===== config.mk =====
export PLATFORM = sky130hd
export DESIGN_NAME = ofdm_symbol_streamer
export DESIGN_NICKNAME = d
export VERILOG_FILES = /design/src/rtl/ofdm_symbol_streamer.sv
export SDC_FILE = /design/constraint.sdc
export NUM_CORES = 1
export LEC_CHECK = 0
export ABC_CLOCK_PERIOD_IN_PS = 3400
export CAP_MARGIN = 25
export CORE_MARGIN = 3
export CORE_UTILIZATION = 40
export CTS_CLUSTER_DIAMETER = 200
export CTS_CLUSTER_SIZE = 40
export DETAILED_ROUTE_END_ITERATION = 6
export PLACE_DENSITY = 0.6
export RECOVER_POWER = 100
export SLEW_MARGIN = 20
export SYNTH_ARGS = -nofsm -noshare
export SYNTH_HDL_FRONTEND = slang
export SYNTH_SLANG_ARGS = --single-unit

===== constraint.sdc =====
create_clock -name clk -period 3.4 [get_ports clk]
set_input_delay 0.68 -clock clk [delete_from_list [all_inputs] [get_ports clk]]
set_output_delay 0.68 -clock clk [all_outputs]
set_load 0.02 [all_outputs]

===== src/rtl/ofdm_symbol_streamer.sv =====
// rtl/ofdm_symbol_streamer.sv - streams a captured OFDM frame from the CP-removal buffer to the FFT stage
module ofdm_symbol_streamer #(
  parameter int FFT_POINT  = 64,
  parameter int CE_SYM_NUM = 4,
  parameter int SYM_NUM    = 12,
  parameter int ADDR_W     = 10
) (
  input  logic              clk,
  input  logic              rst_n,
  input  logic              buf_full,
  output logic [ADDR_W-1:0] rd_ptr,
  input  logic [7:0]        rd_data,
  output logic [7:0]        m_tdata,
  output logic              m_tvalid,
  input  logic              m_tready,
  output logic              m_tlast,
  output logic              m_tuser,
  output logic              frame_done,
  output logic [3:0]        sym_idx
);

  localparam int LOG2_FFT = $clog2(FFT_POINT);
  localparam logic [ADDR_W-1:0] LAST_ADDR = ADDR_W'(FFT_POINT * SYM_NUM - 1);

  localparam logic [2:0] S_IDLE     = 3'd0;
  localparam logic [2:0] S_STREAM   = 3'd1;
  localparam logic [2:0] S_DRAIN    = 3'd2;
  localparam logic [2:0] S_DONE     = 3'd3;
  localparam logic [2:0] S_WAIT_CLR = 3'd4;

  logic [2:0]        r_state;
  logic [ADDR_W-1:0] r_rd_ptr;
  logic [ADDR_W-1:0] r_beat;
  logic              r_inflight;
  logic [7:0]        r_mem0;
  logic [7:0]        r_mem1;
  logic              r_wr_sel;
  logic              r_rd_sel;
  logic [1:0]        r_count;

  logic              w_pop;
  logic              w_issue;
  logic              w_clr;
  logic [2:0]        w_occ;
  logic [3:0]        w_sym;

  assign m_tvalid = (r_count != 2'd0);
  assign w_pop    = m_tvalid & m_tready;

  // Occupancy after this edge's pop; counting the pop keeps full rate with only 2 entries.
  assign w_occ   = {1'b0, r_count} + {2'b0, r_inflight} - {2'b0, w_pop};
  assign w_issue = (r_state == S_STREAM) && (w_occ < 3'd2);
  assign w_clr   = (r_state == S_IDLE) || ((r_state == S_WAIT_CLR) && !buf_full);

  always_ff @(posedge clk or negedge rst_n) begin
    if (!rst_n) begin
      r_state <= S_IDLE;
    end else begin
      case (r_state)
        S_IDLE:     if (buf_full) r_state <= S_STREAM;
        S_STREAM:   if (w_issue && (r_rd_ptr == LAST_ADDR)) r_state <= S_DRAIN;
        S_DRAIN:    if (w_pop && (r_beat == LAST_ADDR)) r_state <= S_DONE;
        S_DONE:     r_state <= S_WAIT_CLR;
        S_WAIT_CLR: if (!buf_full) r_state <= S_IDLE;
        default:    r_state <= S_IDLE;
      endcase
    end
  end

  always_ff @(posedge clk or negedge rst_n) begin
    if (!rst_n) begin
      r_rd_ptr   <= '0;
      r_beat     <= '0;
      r_inflight <= 1'b0;
    end else begin
      r_inflight <= w_issue;
      if (w_clr) begin
        r_rd_ptr <= '0;
      end else if (w_issue) begin
        r_rd_ptr <= r_rd_ptr + 1'b1;
      end
      if (w_clr) begin
        r_beat <= '0;
      end else if (w_pop) begin
        r_beat <= r_beat + 1'b1;
      end
    end
  end

  // Skid FIFO: the read issued last edge always returns now, so push = r_inflight.
  always_ff @(posedge clk or negedge rst_n) begin
    if (!rst_n) begin
      r_mem0   <= 8'd0;
      r_mem1   <= 8'd0;
      r_wr_sel <= 1'b0;
      r_rd_sel <= 1'b0;
      r_count  <= 2'd0;
    end else begin
      if (r_inflight) begin
        if (r_wr_sel) begin
          r_mem1 <= rd_data;
        end else begin
          r_mem0 <= rd_data;
        end
        r_wr_sel <= ~r_wr_sel;
      end
      if (w_pop) begin
        r_rd_sel <= ~r_rd_sel;
      end
      r_count <= r_count + {1'b0, r_inflight} - {1'b0, w_pop};
    end
  end

  assign w_sym      = 4'(r_beat >> LOG2_FFT);
  assign m_tdata    = r_rd_sel ? r_mem1 : r_mem0;
  assign m_tlast    = m_tvalid && (r_beat[LOG2_FFT-1:0] == {LOG2_FFT{1'b1}});
  assign m_tuser    = m_tvalid && (32'(w_sym) < 32'(CE_SYM_NUM));
  assign sym_idx    = w_sym;
  assign rd_ptr     = r_rd_ptr;
  assign frame_done = (r_state == S_DONE);

endmodule

Word-level counts from Yosys, hierarchy flattened
Cells that the tools add are included.
- bits in registers: 44
- input bits: 12
- output and inout bits: 26
- word-level logic and storage cells: 56
- add/subtract/negate cells: 6
- order comparisons: 2
- equality and inequality tests: 11
- mux-type cells: 10
- bitwise logic cells: 3
- reductions and logical operators: 15
- operator list (kind ; number):
    $mux 10 ; 4
    $add 10x1->10 const B ; 2
    $eq 10x10->1 const B ; 2
    $pmux 3 s5 ; 1
    $mux 3 ; 4
    $mux 8 ; 1
    $eq 3x2->1 const B ; 2
    $eq 6x6->1 const B ; 1
    $logic_and 1x1->1 ; 6
    $ne 2x2->1 const B ; 3
    $reduce_bool 2->1 ; 3
    $lt 4x3->1 const B ; 1
    $reduce_and 2->1 ; 2
    $reduce_and 4->1 ; 1
    $add 2x1->3 ; 1
    $eq 3x1->1 const B ; 1
    $eq 3x3->1 const B ; 1
    $logic_not 3->1 ; 1
    $lt 3x2->1 const B ; 1
    $sub 3x1->3 ; 1
    $add 2x1->2 ; 1
    $ne 2x1->1 const B ; 1
    $not 1->1 ; 2
    $sub 2x1->2 ; 1
    other kinds (3) ; 3

Longest topological paths before layout
- depth in word-level cells: 8
- gate-level depth with buffers: 10
- mapped depth without buffers: 9

Least setup slack after synthesis
OpenSTA, ideal clock, no wires.
- path kind: input port to flip-flop
- from: in m_tready
- to: reg r_rd_ptr[9] (netlist: rd_ptr[9])
- setup time: 0.078 ns
- arrival time: 2.985 ns
- data required time: 3.322 ns
- slack: 0.337 ns
- stages on the path: 10
- buffers on the path: 1
- path through: o21a_1 > clkbuf_1 > ha_1 > inv_1 > ha_1 > fa_1 > nor4b_4 > nand4_1 > or3_1 > a21oi_1
- longest elaborated chain between the ends: 5
- RTL lines (item ; RTL line ; RTL):
    from (decl) ; 15 ; input logic m_tready,
    $and 1x1->1 ; 48 ; assign w_pop = m_tvalid & m_tready;
    named net w_pop ; 41 ; logic w_pop;
    $sub 3x1->3 ; 51 ; assign w_occ = {1'b0, r_count} + {2'b0, r_inflight} - {2'b0, w_pop};
    named net w_occ[1] ; 44 ; logic [2:0] w_occ;
    $lt 3x2->1 ; 52 ; assign w_issue = (r_state == S_STREAM) && (w_occ < 3'd2);
    $logic_and 1x1->1 ; 52 ;
    $reduce_bool 2->1 (no line) ; n/a ;
    to (signal assigned) ; 80 ; r_rd_ptr <= r_rd_ptr + 1'b1;
    to (decl) ; 32 ; logic [ADDR_W-1:0] r_rd_ptr;
The timed path passes the listed nets, and every way through them passes these cells.
A chain may end at the register's enable or synchronous reset.

Worst setup path in the final report
- from: in m_tready
- to: reg r_rd_ptr[9] (netlist: rd_ptr[9])
- longest elaborated chain between the ends: 5
- RTL lines (item ; RTL line):
    $and 1x1->1 ; 48
    $sub 3x1->3 ; 51
    named net w_occ[1] ; 44
    $lt 3x2->1 ; 52
    $logic_and 1x1->1 ; 52
    $reduce_bool 2->1 (no line) ; n/a
The timed path passes the listed nets, and every way through them passes these cells.

==> run_results.csv <==
group,metric,value,unit
run_status,violations,"capacitance limit, slew limit",
finish,synthToLayoutAreaGrowth,25.9,%
yosys,syn_area_per_cell,11.5,um2
finish,layout_commonest_cell,"dfrtp_1",
worst_setup_path,crit_path_start,"m_tready",
global_route,grt_max_degree,45,
worst_setup_path,critPathCaptureType,"flop",
worst_setup_path,r2r-end,"rd_ptr[9]$_DFFE_PN0P_",
sta,period_minus_slack,3.15,ns
cts,clkTransAtPathRegs,0.08,ns
sta,relSlewSlack,-56.5,%
placed_design,port_buffers,37,
worst_setup_path,cp_num_buf_inv,2,
worst_setup_path,crit_chain,"dlygate4sd3_1 -> o21a_1 -> ha_1 -> inv_1 -> ha_1 -> fa_1 -> nor4b_4 -> nand4_1 -> or3_1 -> a21oi_1",
worst_hold_path,hold_path.class,"flop to flop",
yosys,synth-warning-count,0,
cts,cts_num_sinks,44,
yosys,synth-main-ff-cell,"dfrtp_1",
yosys,yosys.cell_types.count,35,
worst_setup_path,crit_slowest_cell,"dlygate4sd3_1",
floorplan,start_util,43.2,%
worst_setup_path,cp_max_fo,4,
detailed_routing,first_pass_iters,4,
global_route,use_met3,2.83,%
global_route,grt_usage,15.0,%
sta,worst_pin_slew,2.35,ns
finish,seqCellArea,1100,um2
worst_setup_path,r2r_cells,9,
run_status,status,"complete, but fails checks",
worst_setup_path,required,3.60,ns
cts,clk_latency,0.29,ns
power_and_ir_drop,p_sw,0.000857,W
worst_setup_path,path_depth,10,
global_route,grt_use_met1,20.2,%
yosys,yosys-top-cells-area,"dfrtp_1 (52%), mux2_2 (13%), xor2_1 (6.2%)",
worst_setup_path,r2r_slack,0.70,ns
sta,fmax,317,MHz
detailed_routing,wl,4.31,mm
sta,finalSetupTns,0,ns
detailed_routing,viasPerCell,5.09,
worst_setup_path,crit_type,"input pin to flop",
cts,ctsResizeCount,0,
placed_design,dp_hpwl,3.14,mm
yosys,synth-edff-count,0,
worst_setup_path,start_kind,"input pin",
yosys,syn_inst,185,
placed_design,place.gp.congestion,0.857,
detailed_routing,ant_nets,0,
global_route,grt-ovfl-total,0,
detailed_routing,drc,0,
finish,multi_input_area,962,um2
yosys,synth_top_area_cell,"dfrtp_1",
finish,fin_nets,241,
power_and_ir_drop,seq_power_share,37.7,%
cts,cts-root-buf,"clkbuf_8",
finish,antenna_cells,0,
sta,finalCritPeriodShare,92.8,%
global_route,met2_usage,24.2,%
cts,cts_buffer_depth,2,
power_and_ir_drop,p_leak,1.25,nW
finish,post-route-util,54.4,%
yosys,async_flop_share,100,%
finish,drive_gt1_share,17.3,%
floorplan,die_h,79.1,um
floorplan,dieWidth,79.1,um
power_and_ir_drop,clockPowerShare,18.3,%
yosys,netlist_area,2130,um2
run,drv_cap,1,
power_and_ir_drop,internal_power,0.00149,W
worst_setup_path,endpoint,"rd_ptr[9]$_DFFE_PN0P_",
worst_setup_path,cp_top_family,"adder cells",
yosys,synth_fp_nets,202,
global_route,grt_pass1_wl,7.45,mm
sta,holdWs,0.499,ns
power_and_ir_drop,combPwrFrac,44.1,%
cts,hold_buffers,0,
detailed_routing,first_iter_violations,74,
worst_setup_path,slowest_delay,0.57,ns
global_route,grt_pass1_vias,1595,
cts,cts_tree,"done",
global_route,grt_busiest_layer,"met2",
yosys,netlist.area_leader.share,51.6,%
detailed_routing,via_count,1485,
sta,setup_viol,0,
worst_setup_path,crit_top_cell,"ha_1",
placed_design,dp_cells,284,
cts,cts_buffers,5,
worst_setup_path,critPathArrivalTime,3.35,ns
yosys,ys_seq_elements,44,
detailed_routing,wire_per_inst,14.8,um
worst_setup_path,rr_startpoint,"r_count[1]$_DFF_PN0_",
global_route,antenna_found_initial,0,
sta,finalClockSkew,0.00705,ns
power_and_ir_drop,switching_share,36.4,%
power_and_ir_drop,powerDensity,876,nW/um2
floorplan,core,4940,um2
floorplan,pin_count,38,
floorplan,die_area,6250,um2
power_and_ir_drop,vdd_ir_drop_max,0.466,mV
cts,h-tree-depth,2,
sta,slew_violations,45,
finish,stdcell_count,292,
floorplan,rows,25,
sta,rsz0062_at_grt,"false",
finish,mostFrequentLayoutCells,"dfrtp_1 (44), dlygate4sd3_1 (28), mux2_2 (24)",
sta,finalHoldViolCount,0,
cts,cts_setup_buffers,0,
yosys,ys_seq_area_share,51.6,%
finish,fill_cells,473,
per-stage QoR:
stage	instance area, um2	setup WS [ns]	total power (W)
after global placement	2560	0.162	0.00195
after floorplan	2130	0.337	0.00156
after CTS	2690	0.390	0.00243
after detailed placement	2560	0.0773	0.00200
final	2690	0.246	0.00235
after global routing	2690	0.173	0.00253
worst reg2reg max path, stage by stage, from the launching register on:
cell	delay, ns
dfrtp_1	0.44
o21a_1	0.21
ha_1	0.27
inv_1	0.04
ha_1	0.18
fa_1	0.51
nor4b_4	0.31
nand4_1	0.16
or3_1	0.36
a21oi_1	0.15
registers in the layout, indices dropped and copies added, names as in the netlist, 2 cells and up:
register and cells:
r_state 3, r_beat 10, r_count 2, rd_ptr 10
r_mem0 8, r_mem1 8
Yosys cell counts, drive strengths merged (4+ instances only):
master,instances
and4,5
ha,4
clkbuf,5
and3,5
nand2,9
mux2,24
nand4,10
buf,4
inv,6
xor2,16
nand3,8
nor2,20
dfrtp,44
cell type report:
cell class              instances  area share [%]
multi-input cells             126            35.8
clock inverters                 1            1.12
inverters                       6           0.838
well taps                      67            3.12
clock buffers                   7            3.59
repair buffers                 41            14.5
flip-flops and latches         44            41.0
how the worst min path moves through the flow:
stage / cells past startpoint / to / startpoint
after detailed placement: 1 / r_mem1[5]$_DFFE_PN0P_ / r_mem1[5]$_DFFE_PN0P_
after global placement: 1 / r_wr_sel$_DFFE_PN0P_ / r_wr_sel$_DFFE_PN0P_
after floorplan: 0 / r_beat[0]$_DFFE_PN0P_ / rst_n
final: 1 / r_wr_sel$_DFFE_PN0P_ / r_wr_sel$_DFFE_PN0P_
after CTS: 1 / r_wr_sel$_DFFE_PN0P_ / r_wr_sel$_DFFE_PN0P_
after global routing: 1 / r_mem1[2]$_DFFE_PN0P_ / r_mem1[2]$_DFFE_PN0P_
power by group through the flow:
stage,sequential (W),clock [W],combinational [W]
3_5_place_dp,0.000897,0,0.00110
3_3_place_gp,0.000883,0,0.00107
4_1_cts,0.000889,0.000441,0.00110
6_report,0.000886,0.000429,0.00104
5_1_grt,0.000922,0.000464,0.00114
2_1_floorplan,0.000865,0,0.000695
layer usage:
layer  vias to the layer above  wire length [um]
li1                        722                 -
met1                       735              2010
met2                        24              2130
met3                         4               135
met4                         0                37
met5                         -                 0
cells by family after synthesis:
| kind of cell | count (synthesis) | share of synthesized area (%) |
|---|---|---|
| AO/OA/AOI/OAI | 11 | 3.69 |
| XOR/XNOR | 18 | 7.74 |
| adder cells (fa/ha/maj) | 5 | 3.28 |
| buffers and inverters | 15 | 3.34 |
| flip-flops | 44 | 51.6 |
| multiplexers | 25 | 13.1 |
| AND/OR/NAND/NOR | 67 | 17.2 |
(Power assumes the default switching activity.)
